## src/rtl/tube_fifo_reader.sv

```systemverilog
// tube_fifo_reader: drains the drift-tube event FIFO, checks tag order, streams hit records
//
// Sits on the FIFO read clock in front of the RPi-facing logic. Idle filler words are
// dropped. Each event is 32 words, one per tube, in the fixed tag order. Each good word
// becomes one hit record on a valid/ready stream. A sequence error aborts the event.
//
// Ports:
//   clk          FIFO read clock
//   clr_n        asynchronous active-low reset
//   fifo_dout    FIFO read data, [15:8] hit time, [7:0] tube tag
//   fifo_empty   FIFO empty
//   fifo_valid   fifo_dout valid, one cycle after fifo_rd_en
//   fifo_rd_en   FIFO read enable
//   hit_valid    hit record valid
//   hit_ready    downstream accepts the record
//   hit_tube     tube index 0..31
//   hit_time     hit time, 0 = no hit
//   hit_last     record is tube 31 of the event
//   evt_done     one-cycle pulse when an event completes cleanly
//   evt_mask     per-tube nonzero-time mask of the last clean event
//   evt_count    completed events, wraps
//   seq_err      one-cycle pulse on a tag sequence error
//   err_count    sequence errors, saturates
//
// Build option: define ZERO_SUPPRESS_EN to drop records with hit_time == 0. The tube 31
// record is always emitted because it carries hit_last.
module tube_fifo_reader #(
    parameter logic [15:0] IDLE_WORD = 16'h00FF,
    parameter int          EVT_WORDS = 32,
    parameter int          CNT_W     = 16
) (
    input  logic             clk,
    input  logic             clr_n,
    input  logic [15:0]      fifo_dout,
    input  logic             fifo_empty,
    input  logic             fifo_valid,
    output logic             fifo_rd_en,
    output logic             hit_valid,
    input  logic             hit_ready,
    output logic [4:0]       hit_tube,
    output logic [7:0]       hit_time,
    output logic             hit_last,
    output logic             evt_done,
    output logic [31:0]      evt_mask,
    output logic [CNT_W-1:0] evt_count,
    output logic             seq_err,
    output logic [CNT_W-1:0] err_count
);
    localparam logic [4:0] LAST = 5'(EVT_WORDS - 1);

    typedef enum logic {HUNT = 1'b0, EVENT = 1'b1} state_t;

    state_t      state, state_nx;
    logic [4:0]  seq, seq_nx;
    logic [31:0] mask_acc, mask_nx;
    logic [1:0]  skid_cnt, occ_after;
    logic        in_flight;
    logic [15:0] skid0, skid1;
    logic        out_free, pop, push;
    logic [7:0]  w_tag, w_time, exp_tag;
    logic [4:0]  w_tube;
    logic        w_idle, w_nz, is_c0, match, start, adv, err, done, emit;

    // The output register is free when it is empty or being accepted this cycle.
    // A word is consumed from the skid head only then.
    assign out_free  = !hit_valid || hit_ready;
    assign pop       = (skid_cnt != 2'd0) && out_free;
    assign push      = fifo_valid;
    assign occ_after = skid_cnt - {1'b0, pop};

    // Occupancy is counted after this cycle's pop. A word read now lands next cycle,
    // when at most one entry is held, so the buffer never overflows. One read per
    // cycle is still possible while the head drains every cycle.
    assign fifo_rd_en = clr_n && !fifo_empty && (({1'b0, occ_after} + {2'b0, in_flight}) < 3'd2);

    always_ff @(posedge clk or negedge clr_n) begin
        if (!clr_n) begin
            skid_cnt  <= 2'd0;
            in_flight <= 1'b0;
            skid0     <= 16'h0;
            skid1     <= 16'h0;
        end else begin
            skid_cnt  <= occ_after + {1'b0, push};
            in_flight <= fifo_rd_en;
            skid0     <= (push && occ_after == 2'd0) ? fifo_dout : (pop ? skid1 : skid0);
            skid1     <= (push && occ_after == 2'd1) ? fifo_dout : skid1;
        end
    end

    // Head word decode. The wire number in the tag is bit-reversed.
    assign w_tag   = skid0[7:0];
    assign w_time  = skid0[15:8];
    assign w_idle  = skid0 == IDLE_WORD;
    assign w_nz    = |w_time;
    assign w_tube  = {w_tag[7:4] == 4'b0010, w_tag[3], w_tag[0], w_tag[1], w_tag[2]};
    assign exp_tag = {seq[4] ? 4'b0010 : 4'b1100, seq[3], seq[0], seq[1], seq[2]};

    // FSM state register
    always_ff @(posedge clk or negedge clr_n) begin
        if (!clr_n) begin
            state    <= HUNT;
            seq      <= 5'd0;
            mask_acc <= 32'h0;
        end else begin
            state    <= state_nx;
            seq      <= seq_nx;
            mask_acc <= (start || adv) ? mask_nx : mask_acc;
        end
    end

    // FSM next state. A C0 always starts a new event, even one that aborts the current event.
    always_comb begin
        state_nx = state;
        if (pop)
            state_nx = start ? EVENT : ((done || err) ? HUNT : state);
    end

    // FSM outputs for the word being consumed
    always_comb begin
        is_c0   = !w_idle && w_tag == 8'hC0;
        match   = state == EVENT && !w_idle && w_tag == exp_tag;
        start   = pop && is_c0 && !match;
        adv     = pop && match;
        err     = pop && state == EVENT && !match;
        done    = adv && seq == LAST;
        seq_nx  = start ? 5'd1 : (adv ? seq + 5'd1 : seq);
        mask_nx = start ? {31'b0, w_nz} : (mask_acc | ({31'b0, w_nz} << seq));
`ifdef ZERO_SUPPRESS_EN
        emit    = (start || adv) && (w_nz || done);
`else
        emit    = start || adv;
`endif
    end

    // Registered output stream and event bookkeeping
    always_ff @(posedge clk or negedge clr_n) begin
        if (!clr_n) begin
            hit_valid <= 1'b0;
            hit_tube  <= 5'd0;
            hit_time  <= 8'd0;
            hit_last  <= 1'b0;
            evt_done  <= 1'b0;
            seq_err   <= 1'b0;
            evt_mask  <= 32'h0;
            evt_count <= '0;
            err_count <= '0;
        end else begin
            hit_valid <= emit ? 1'b1 : (hit_ready ? 1'b0 : hit_valid);
            hit_tube  <= emit ? w_tube : hit_tube;
            hit_time  <= emit ? w_time : hit_time;
            hit_last  <= emit ? done : hit_last;
            evt_done  <= done;
            seq_err   <= err;
            evt_mask  <= done ? mask_nx : evt_mask;
            evt_count <= done ? evt_count + CNT_W'(1) : evt_count;
            err_count <= (err && !(&err_count)) ? err_count + CNT_W'(1) : err_count;
        end
    end
endmodule

```

## config.mk

```make
export PLATFORM = sky130hd
export DESIGN_NAME = tube_fifo_reader
export DESIGN_NICKNAME = d
export VERILOG_FILES = /design/src/rtl/tube_fifo_reader.sv
export SDC_FILE = /design/constraint.sdc
export NUM_CORES = 1
export LEC_CHECK = 0
export CAP_MARGIN = 20
export CORE_MARGIN = 5
export CORE_UTILIZATION = 49
export CTS_CLUSTER_DIAMETER = 60
export DETAILED_ROUTE_END_ITERATION = 7
export GPL_ROUTABILITY_DRIVEN = 0
export PLACE_DENSITY = 0.76
export SKIP_LAST_GASP = 1
export SLEW_MARGIN = 10
export SYNTH_ARGS = -nofsm -noshare
export SYNTH_HDL_FRONTEND = slang
export SYNTH_SLANG_ARGS = --single-unit
```

## constraint.sdc

```tcl
create_clock -name clk -period 2.65 [get_ports clk]
set_input_delay 0.3975 -clock clk [delete_from_list [all_inputs] [get_ports clk]]
set_output_delay 0.3975 -clock clk [all_outputs]
set_load 0.005 [all_outputs]
```

==> flow_summary.yaml <==
logic_synthesis:
  synth_common_cells: "dfrtp_1 (154), nand2_1 (69), o21ai_0 (48)"
  ys_seq_area_share_pct: 56.47
  synth_top_family_by_area: "simple AND/OR/NAND/NOR gates"
  synth-edff-count: 0
  syn_inst: 595
  synth_top_cell_by_area: "dfrtp_1"
  yosys_register_bits: 154
  synthSimpleGateAreaFrac_pct: 14.26
  synth-xor-area-share_pct: 4.364
  synth_warnings: 0
  synth_fa_ha_area_share_pct: 1.100
  synth.distinct_cells: 53
  synthArstFlopShare_pct: 100.0
  syn_area_per_cell_um2: 11.47
  ys_top_cells_by_area: "dfrtp_1 (56%), mux2_2 (4.6%), nand2_1 (3.8%)"
  yosysTopAreaCellShare_pct: 56.47
  synth.cell_area_mm2: 0.006824
  synth_nets: 622
  ys.flop_type: "dfrtp_1"
  synthMuxAreaShare_pct: 8.361
  synth_most_common_cell: "dfrtp_1"
  synth_compound_area_share_pct: 12.45
detailed_routing:
  drt_wl_total_um: 15360
  avgViaCountPerCell: 5.682
  drc: 0
  firstDrtPassIters: 5
  dr.first_iter.drc_count: 407
  antenna_left: 0
  wl_per_cell_um: 17.28
  vias: 5051
cells_and_area:
  syn2layout_area_growth_pct: 26.13
  diodes: 0
  stdcell_count: 889
  final_nets: 723
  final_cell_area_mm2: 0.008607
  final_util_pct: 62.49
  drive_gt1_share_pct: 14.25
clock_network:
  cts_buffer_depth: 2
  cts_hold_buf: 0
  cts_max_level: 4
  cts_tree: "built"
  postCtsSetupBuffers: 0
  clk_pin_slew_ps: 60
  numClockSinks: 154
  cts_made_buffers: 17
  insertion_delay_ps: 420
  cts-root-buf: "clkbuf_16"
floorplanning:
  start_util_pct: 49.55
  die_y_um: 128.0
  die_x_um: 128.0
  boundaryPins: 103
  rows: 43
  core_area_mm2: 0.01377
  die-area_mm2: 0.01639
timing:
  rsz0062_at_grt: "no"
  slew_headroom_pct: 46.87
  max_clock_freq_ghz: 0.4082
  clock_skew_ps: 6.492
  worst_pin_slew_ps: 797.0
  hold_slack_ps: 147.5
  setup_viol: 0
  finalHoldViolations: 0
  setup_ws_ps: 200.3
  period_share_pct: 92.44
  drv_slew: 0
  fin_crit_ps: 2450
  fin_tns_setup_ps: 0
place:
  io_buffers: 102
  pre_cts_ws_ps: -135.7
  dpl_cell_area_mm2: 0.008046
  dp_cells: 857
  post-dp-hpwl_um: 10390
setup_path:
  critPathMaxFanout: 2
  worstSetupPathType: "in -> out"
  critPathBufInv: 3
  arrival_ps: 2050
  cp_num_cells: 9
  reg2reg_depth: 6
  cp_slowest_cell: "clkdlybuf4s50_1"
  cp-end-kind: "output pin"
  required_ps: 2250
  crit_path_max_incr_delay_ps: 390
  critPathTopFamily: "buffers and inverters"
  start_kind: "primary input"
  critPathLaunch: "hit_ready"
  r2r-start: "err_count[0]"
  crit_chain: "clkdlybuf4s50_1 > nand2b_1 > o21ai_1 > inv_1 > ha_1 > xnor2_2 > nand3b_1 > a21oi_2 > dlygate4sd2_1"
run_status:
  status: "complete, no violations"
power_and_ir_drop:
  power_leakage_nw: 3.855
  power_mw: 6.851
  ir_drop_uv: 716.7
  powerDensity_mw_per_mm2: 796.0
global_route:
  antenna_found_initial: 0
  grt_pass1_vias: 5215
  grt_first_pass_wirelength_um: 25660
  globalRouteOverflowTotal: 0
  grt_usage_pct: 19.64
  grt_max_degree: 155
flow_run:
  drv_cap: 0
hold_path:
  hp-class: "in -> async"
## flip-flops by register name (all words and copies together), names as in the netlist, 2 cells and up
name	flops
err_count	16
seq	5
hit_time	8
mask_acc	32
skid_cnt	2
skid0	16
skid1	16
hit_tube	5
evt_count	16
evt_mask	32
## power by group
| group | internal [mW] | switching (mW) |
|---|---|---|
| Clock | 1.29 | 0.935 |
| Combinational | 0.826 | 0.791 |
| Sequential | 2.72 | 0.287 |
## metal layers
metal,up-vias,part of all wire (%),GRT usage (%)
li1,2342,-,-
met1,2515,42,25.61
met4,0,2.3,7.865
met2,160,51,32.16
met5,-,0,0
met3,34,5.3,4.167
## cell families after synthesis
logic type      count (synthesis)
xor+xnor                       34
simple gates                  173
buf+inv                        42
fa+ha+maj                       6
flops                         154
mux                            50
compound gates                136
## cell usage in the layout, fill, tap and decap left out, drive strengths merged, types with 9 or more instances in the layout
master	synthesis	routed
nand2	70	70
nand3	15	15
nor3b	9	9
buf	15	12
nor3	12	12
a21oi	42	42
mux2	35	35
xor2	13	13
xnor2	21	21
inv	11	12
nand4	15	15
dfrtp	154	154
mux2i	15	15
clkbuf	16	21
clkdlybuf4s50	0	100
a22o	25	25
o21ai	50	50
nor2	14	14
## final cells by class
cell class | count | area [µm²]
fill | 1080 | 5166
tap | 180 | 225.2
inverter | 11 | 41.29
clock buffer | 21 | 480.5
sequential | 154 | 3854
clock inverter | 11 | 70.07
timing repair buffer | 113 | 1154
multi-input combinational | 399 | 2783
## worst reg2reg max path, cell delays in order (launching register included)
cell	delay [ps]
dfrtp_1	390
ha_1	230
and4_1	250
nand4_1	170
nor2_1	630
nor2_1	170
mux2_2	310
## timing repair
item,in CTS,in global routing
resized for setup,3,0
hold endpoints to repair,0,0
setup endpoints to repair,1,0
## worst paths after layout
check / endpoint / slack (ps)
max in group asynchronous: err_count[11] / 1930
min in group clk: in_flight / 280
min: evt_mask[27] / 150
min reg2reg: in_flight / 470
max reg2reg: err_count[1] / 390
max: fifo_rd_en / 200
Power figures use the tool's default switching activity.
